File: config.mk
export PLATFORM = sky130hd
export DESIGN_NAME = seq_mult_shift
export DESIGN_NICKNAME = d
export VERILOG_FILES = /design/src/rtl/seq_mult_shift.sv
export SDC_FILE = /design/constraint.sdc
export NUM_CORES = 1
export LEC_CHECK = 0
export BUFFER_PORTS_ARGS = -buffer_cell sky130_fd_sc_hd__clkbuf_2
export CORE_ASPECT_RATIO = 1.75
export CORE_MARGIN = 10
export CORE_UTILIZATION = 65
export CTS_CLUSTER_DIAMETER = 200
export CTS_CLUSTER_SIZE = 28
export DETAILED_ROUTE_END_ITERATION = 7
export PLACE_DENSITY = 0.84
export SYNTH_ARGS = -nofsm -noshare
export SYNTH_HDL_FRONTEND = slang
export SYNTH_SLANG_ARGS = --single-unit
File: constraint.sdc
create_clock -name clock -period 15.6 [get_ports clock]
set_input_delay 1.56 -clock clock [delete_from_list [all_inputs] [get_ports clock]]
set_output_delay 1.56 -clock clock [all_outputs]
set_load 0.02 [all_outputs]
File: src/rtl/seq_mult_shift.sv
// Signed radix-2 shift-and-add multiplier for the execute stage.
// Ports: clock, reset (async low), ctrl_mult, data_operandA/B in;
//   data_result, data_resultRDY, data_exception, busy out.
//   Optional early termination: SEQ_MULT_EARLY_TERM_EN.
module seq_mult_shift #(
  parameter int WIDTH = 32,
  parameter int CNT_W = 6
) (
  input  logic             clock,
  input  logic             reset,
  input  logic             ctrl_mult,
  input  logic [WIDTH-1:0] data_operandA,
  input  logic [WIDTH-1:0] data_operandB,
  output logic [WIDTH-1:0] data_result,
  output logic             data_resultRDY,
  output logic             data_exception,
  output logic             busy
);

  typedef enum logic {IDLE, CALC} state_t;

  localparam logic [CNT_W-1:0] LAST = CNT_W'(WIDTH-1);

  state_t state, state_n;

  logic [2*WIDTH-1:0] mcand, acc, acc_n, prod;
  logic [WIDTH-1:0]   mplier, mplier_n;
  logic [WIDTH-1:0]   mag_a, mag_b;
  logic [CNT_W-1:0]   cnt;
  logic               sign, start, done, ovf;

  // Magnitudes are unsigned: |0x80000000| stays 0x80000000
  assign mag_a = data_operandA[WIDTH-1] ? -data_operandA
                                        : data_operandA;
  assign mag_b = data_operandB[WIDTH-1] ? -data_operandB
                                        : data_operandB;

  assign mplier_n = mplier >> 1;
  assign acc_n    = mplier[0] ? acc + mcand : acc;
  assign prod     = sign ? -acc_n : acc_n;
  assign ovf      = prod[2*WIDTH-1:WIDTH]
                    != {WIDTH{prod[WIDTH-1]}};

  assign start = (state == IDLE) && ctrl_mult;

`ifdef SEQ_MULT_EARLY_TERM_EN
  assign done = (cnt == LAST) || (mplier_n == '0);
`else
  assign done = (cnt == LAST);
`endif

  always_ff @(posedge clock or negedge reset) begin
    if (!reset) state <= IDLE;
    else        state <= state_n;
  end

  always_comb begin
    state_n = state;
    busy    = 1'b0;
    unique case (state)
      IDLE: if (ctrl_mult) state_n = CALC;
      CALC: begin
        busy = 1'b1;
        if (done) state_n = IDLE;
      end
      default: state_n = IDLE;
    endcase
  end

  always_ff @(posedge clock or negedge reset) begin
    if (!reset) begin
      mcand          <= '0;
      mplier         <= '0;
      acc            <= '0;
      cnt            <= '0;
      sign           <= 1'b0;
      data_result    <= '0;
      data_resultRDY <= 1'b0;
      data_exception <= 1'b0;
    end else begin
      data_resultRDY <= 1'b0;
      if (start) begin
        mcand          <= {{WIDTH{1'b0}}, mag_a};
        mplier         <= mag_b;
        sign           <= data_operandA[WIDTH-1]
                          ^ data_operandB[WIDTH-1];
        acc            <= '0;
        cnt            <= '0;
        data_exception <= 1'b0;
      end else if (state == CALC) begin
        acc    <= acc_n;
        mcand  <= mcand << 1;
        mplier <= mplier_n;
        cnt    <= cnt + CNT_W'(1);
        if (done) begin
          data_result    <= prod[WIDTH-1:0];
          data_exception <= ovf;
          data_resultRDY <= 1'b1;
        end
      end
    end
  end

endmodule

# Word level (Yosys, flattened, before mapping)
# Index checks and enable logic that the tools add are counted.
[word_totals] regBits=202 latch_bits=0 ramBits=0 mem_bits_ro=0 inputBits=67 output_inout_bits=35 wordCells=46 memories=0
[op_classes] n_addsub=5 mul=0 div=0 n_lt_le_gt_ge=0 n_eq_ne=2 shifts=0 mux=22 n_bitwise=3 reduce_logical=5
[op_table] operator="two-way mux 64 bit" count=6
[op_table] operator="two-way mux 32 bit" count=4
[op_table] operator="adder 64 bit" count=1
[op_table] operator="negator 32 bit" count=2
[op_table] operator="negator 64 bit" count=1
[op_table] operator="!= test 32 bit" count=1
[op_table] operator="two-way mux 6 bit" count=2
[op_table] operator="two-way mux 1 bit" count=9
[op_table] operator="adder 6 x 1 -> 6 bit, second input constant" count=1
[op_table] operator="== test 6 x 5 -> 1 bit, second input constant" count=1
[op_table] operator="nonzero test 2 bit" count=2
[op_table] operator="AND reduction 3 bit" count=1
[op_table] operator="inverter 1 bit" count=2
[op_table] operator="case mux 1 bit (2 select lines)" count=1
[op_table] operator="AND reduction 2 bit" count=1
[op_table] operator="logical AND 1 bit" count=1
[op_table] operator="bitwise XOR 1 bit" count=1

# Depth between registers and ports, before layout
[logic_depth] depth_word=8 ltp_mapped=19 mapped_depth_nobuf=18

# Worst setup path before layout
# Ideal clock, no wire load.
[synth_path] path_type="flip-flop to flip-flop" start="reg mcand[1]" end="reg data_exception" setup_ps=135 t_arrival_ps=5400 required_time_ps=15465 slack_ps=10065 stages_incl_launch_ff=18 path_buffers=1 synth_period_minus_slack_ps=5535 cell_sequence="dfrtp_1 ha_1 a211oi_1 nor3_1 or3_4 or3_4 or3_4 or4_4 or3_4 or4b_1 buf_2 or3_4 or2_0 xnor2_1 o21ai_1 or4_4 a2111oi_2 a31oi_1"
[synth_between] elab_chain_len=8
[synth_lines] element="from (decl)" line_no="26" text="logic [2*WIDTH-1:0] mcand, acc, acc_n, prod;"
[synth_lines] element="from (signal assigned)" line_no="83" text="mcand <= {{WIDTH{1'b0}}, mag_a};"
[synth_lines] element="from (signal assigned)" line_no="92" text="mcand <= mcand << 1;"
[synth_lines] element="adder 64 bit *" line_no="39" text="assign acc_n = mplier[0] ? acc + mcand : acc;"
[synth_lines] element="two-way mux 64 bit *" line_no="39"
[synth_lines] element="negator 64 bit" line_no="40" text="assign prod = sign ? -acc_n : acc_n;"
[synth_lines] element="two-way mux 64 bit *" line_no="40"
[synth_lines] element="!= test 32 bit *" line_no="42" text="!= {WIDTH{prod[WIDTH-1]}};"
[synth_lines] element="two-way mux 1 bit *" line_no="95" text="if (done) begin"
[synth_lines] element="two-way mux 1 bit *" line_no="90" text="end else if (state == CALC) begin"
[synth_lines] element="two-way mux 1 bit *" line_no="82" text="if (start) begin"
[synth_lines] element="to (signal assigned)" line_no="97" text="data_exception <= ovf;"
[synth_lines] element="to (decl)" line_no="16" text="output logic data_exception,"
# Mark *: on every way between the ends. The rest lies on a longest branch, timed or not. The select of a mux whose other input is x is not followed.
# A chain may end at the register's enable or synchronous reset.

# Worst setup path in the final report
[layout_path] start="reg mcand[5]" end="reg data_exception"
# Same word-level chain as after synthesis.

==> impl_metrics.toml <==
[pwr]
p_seq_frac = 0.240
comb_power_share = 0.682
power.share.clock = 0.078
p_int_w = 0.00187
swShare = 0.555
power_leakage_nw = 7.57
powerDensity_nw_per_um2 = 237
p_switching_w = 0.00233
ir_drop_uv = 142

[cells_and_area]
utilization = 0.697
synthToLayoutAreaGrowth_pct = 5.28
fill_cells = 2078
nets = 2283
fin_cells = 2465
final_cell_area_um2 = 17700
antenna_cells = 0
final_layout_size_suffix_gt1_frac = 0.0954

[global_route]
antenna_found_initial = 0
grt_max_degree = 125
grt_pass1_wl_um = 96700
overflow = 0
grt_use_total = 0.371
first_global_vias = 17350

[clock_tree]
cts.sink_count = 202
cts_setup_buffers = 0
cts_resized = 0
clock_latency_ns = 0.51
htreeDepth = 1
holdBufCountCts = 0
numCtsBuffers = 11
cts_tree = "done"
cts.clk_slew.worst_paths_ns = 0.12
cts_root_buffer = "clkbuf_16"
cts_max_path_buffers = 3

[synth]
ys_types = 87
yosys.area.top_type = "dfrtp_1"
netlist_instances = 2143
netlist_top_cells_area = "dfrtp_1, o21ai_0, nand2_1"
ys_warn_count = 0
ys.flop_type = "dfrtp_1"
synth.net_count = 2278
async_flop_share = 1.00
yosysSeqAreaShare = 0.300
synthesis.area_um2 = 16800
synth_edf_count = 0
synth_top_area_frac = 0.300
ys_seq_elements = 202
postSynthAreaPerCell_um2 = 7.85

[die]
coreArea_um2 = 25400
rows = 77
dieArea_um2 = 33000
fp.dieH_um = 233
ios = 102
start_util = 0.662
die_w_um = 142

[worst_hold_path]
min_path_type = "register to register"

[timing]
maxSlewHeadroom = -0.0668
slew_violations = 3
hold_violations = 0
fin_crit_sh = 0.443
finalClockSkew_ns = 0.0330
tightest_slew_ns = 1.59
rsz0062_at_grt = "no"
fin_setup_tns_ns = 0
setup_violations = 0
finalCriticalPeriod_ns = 6.92
max_freq_mhz = 145

[place]
portBuffers = 101
dp_hpwl_um = 46400
placed_area_um2 = 17400
gp_congestion = 1.06
dpl.cell_count = 2451

[critical_path]
slowest_stage = "nor4_1"
cp_max_fo = 8
worstPathArrival_ns = 7.30
criticalPathCategory = "register to register"
cp_data_required_time_ns = 15.99
critPathLaunchType = "register"
critPathMaxStageDelay_ns = 1.09
end_kind = "register"
path_cells = "ha_1, a21oi_1, o21ai_0, buf_4, and2_1, nor4_1, o31ai_1, or2_2, a2111oi_0, nand3b_1, or3_1, o311ai_0, o2111a_1, nand4_1, nand4bb_1, a311oi_1, a31oi_1"

[detailed_routing]
viasPerCell = 7.22
ant_nets = 0
firstDrtPassIters = 6
wl_um = 62900
drc = 0
first_iter_violations = 1654
dr_total_vias = 17793
detail_route.wl_per_cell_um = 25.5

[outcome]
violations = "capacitance limit, slew limit"
status = "complete, but fails checks"

[run]
max_cap_viol_count = 1
-- per-stage QoR --
stage	hold slack (ns)	setup WS [ns]	power, W
3_5_place_dp	0.468	9.00	0.00372
4_1_cts	0.494	8.99	0.00406
5_1_grt	0.514	8.42	0.00443
2_1_floorplan	0.445	10.07	0.00283
6_report	0.493	8.68	0.00420
3_3_place_gp	0.458	9.15	0.00366
-- cell type report --
| type | instances | area (µm²) | area share |
|---|---|---|---|
| timing repair buffer | 127 | 712 | 0.0402 |
| multi-input combinational | 1774 | 11100 | 0.627 |
| tap | 316 | 395 | 0.0223 |
| clock buffer | 13 | 283 | 0.0160 |
| inverter | 32 | 120 | 0.00678 |
| clock inverter | 1 | 30.0 | 0.00170 |
| sequential | 202 | 5060 | 0.286 |
-- registers in the layout (all words and copies together) (netlist names) --
register / cells
data_resultRDY: 1
data_exception: 1
state: 1
sign: 1
data_result: 32
mcand: 64
mplier: 32
acc: 64
cnt: 6
-- power by group through the flow --
stage / combinational (W) / sequential, W / clock (W)
after CTS: 0.00276 / 0.000982 / 0.000324
after detailed placement: 0.00273 / 0.000991 / 0
after floorplan: 0.00191 / 0.000918 / 0
final: 0.00286 / 0.00101 / 0.000327
after global placement: 0.00268 / 0.000980 / 0
after global routing: 0.00306 / 0.00103 / 0.000343
-- layout by cell type, fill, tap and decap left out, types with 21 or more instances in the layout --
cell      count
inv_1        31
a21o_1       25
nand2_1     332
buf_4        27
nand3_1      47
a22o_1       76
or4_1        28
a21oi_1     116
nor2_1      120
clkbuf_2     99
o21ai_0     287
nor3_1       52
o21a_1       22
ha_1         67
a211oi_1     26
dfrtp_1     200
xor2_1      100
o31ai_1      45
xnor2_1      41
nand2b_1     21
nand4_1      44
-- cell usage after synthesis (41+ instances only) --
cell type  count
o31ai_1       45
xnor2_1       41
xor2_1       100
a22o_1        76
a21oi_1      116
nor3_1        52
o21ai_0      287
clkbuf_1     119
nand3_1       47
dfrtp_1      202
nand2_1      332
ha_1          67
nand4_1       44
nor2_1       121
-- kinds of logic (layout without fill, tap and decap cells) --
logic type	Yosys count	in the layout	synth area share
AND/OR/NAND/NOR	776	776	0.223
flip-flops	202	202	0.300
XOR/XNOR	141	141	0.0734
multiplexers	34	34	0.0217
AO/OA/AOI/OAI	755	755	0.291
adder cells (fa/ha/maj)	68	68	0.0510
buffers and inverters	167	173	0.0397
-- critical path: cells and delay by family (launching register included) --
family | cells | cell delay (ns)
AO/OA/AOI/OAI | 8 | 2.82
adder cells (fa/ha/maj) | 1 | 0.41
buffers and inverters | 1 | 0.18
flip-flops | 1 | 0.42
AND/OR/NAND/NOR | 7 | 2.97
-- metal layers --
layer / up-vias / GRT usage / wire length [µm]
met4: 0 / 0.342 / 6960
li1: 7971 / - / -
met5: - / 0 / 0
met1: 8502 / 0.370 / 20600
met3: 370 / 0.0606 / 3990
met2: 950 / 0.643 / 31300
-- worst paths after layout --
| path | cells past startpoint | slack (ns) | end | startpoint |
|---|---|---|---|---|
| setup / recovery | 17 | 8.68 | data_exception | mcand[5] |
| hold / removal | 2 | 0.49 | data_result[6] | data_result[6] |
| setup reg to reg | 17 | 8.68 | data_exception | mcand[5] |
| hold reg to reg | 2 | 0.49 | data_result[6] | data_result[6] |
| max in group asynchronous | 2 | 12.99 | state | reset |
| min in group asynchronous | 1 | 1.07 | mcand[43] | reset |
Note: power is estimated with default switching activity, not from simulation.
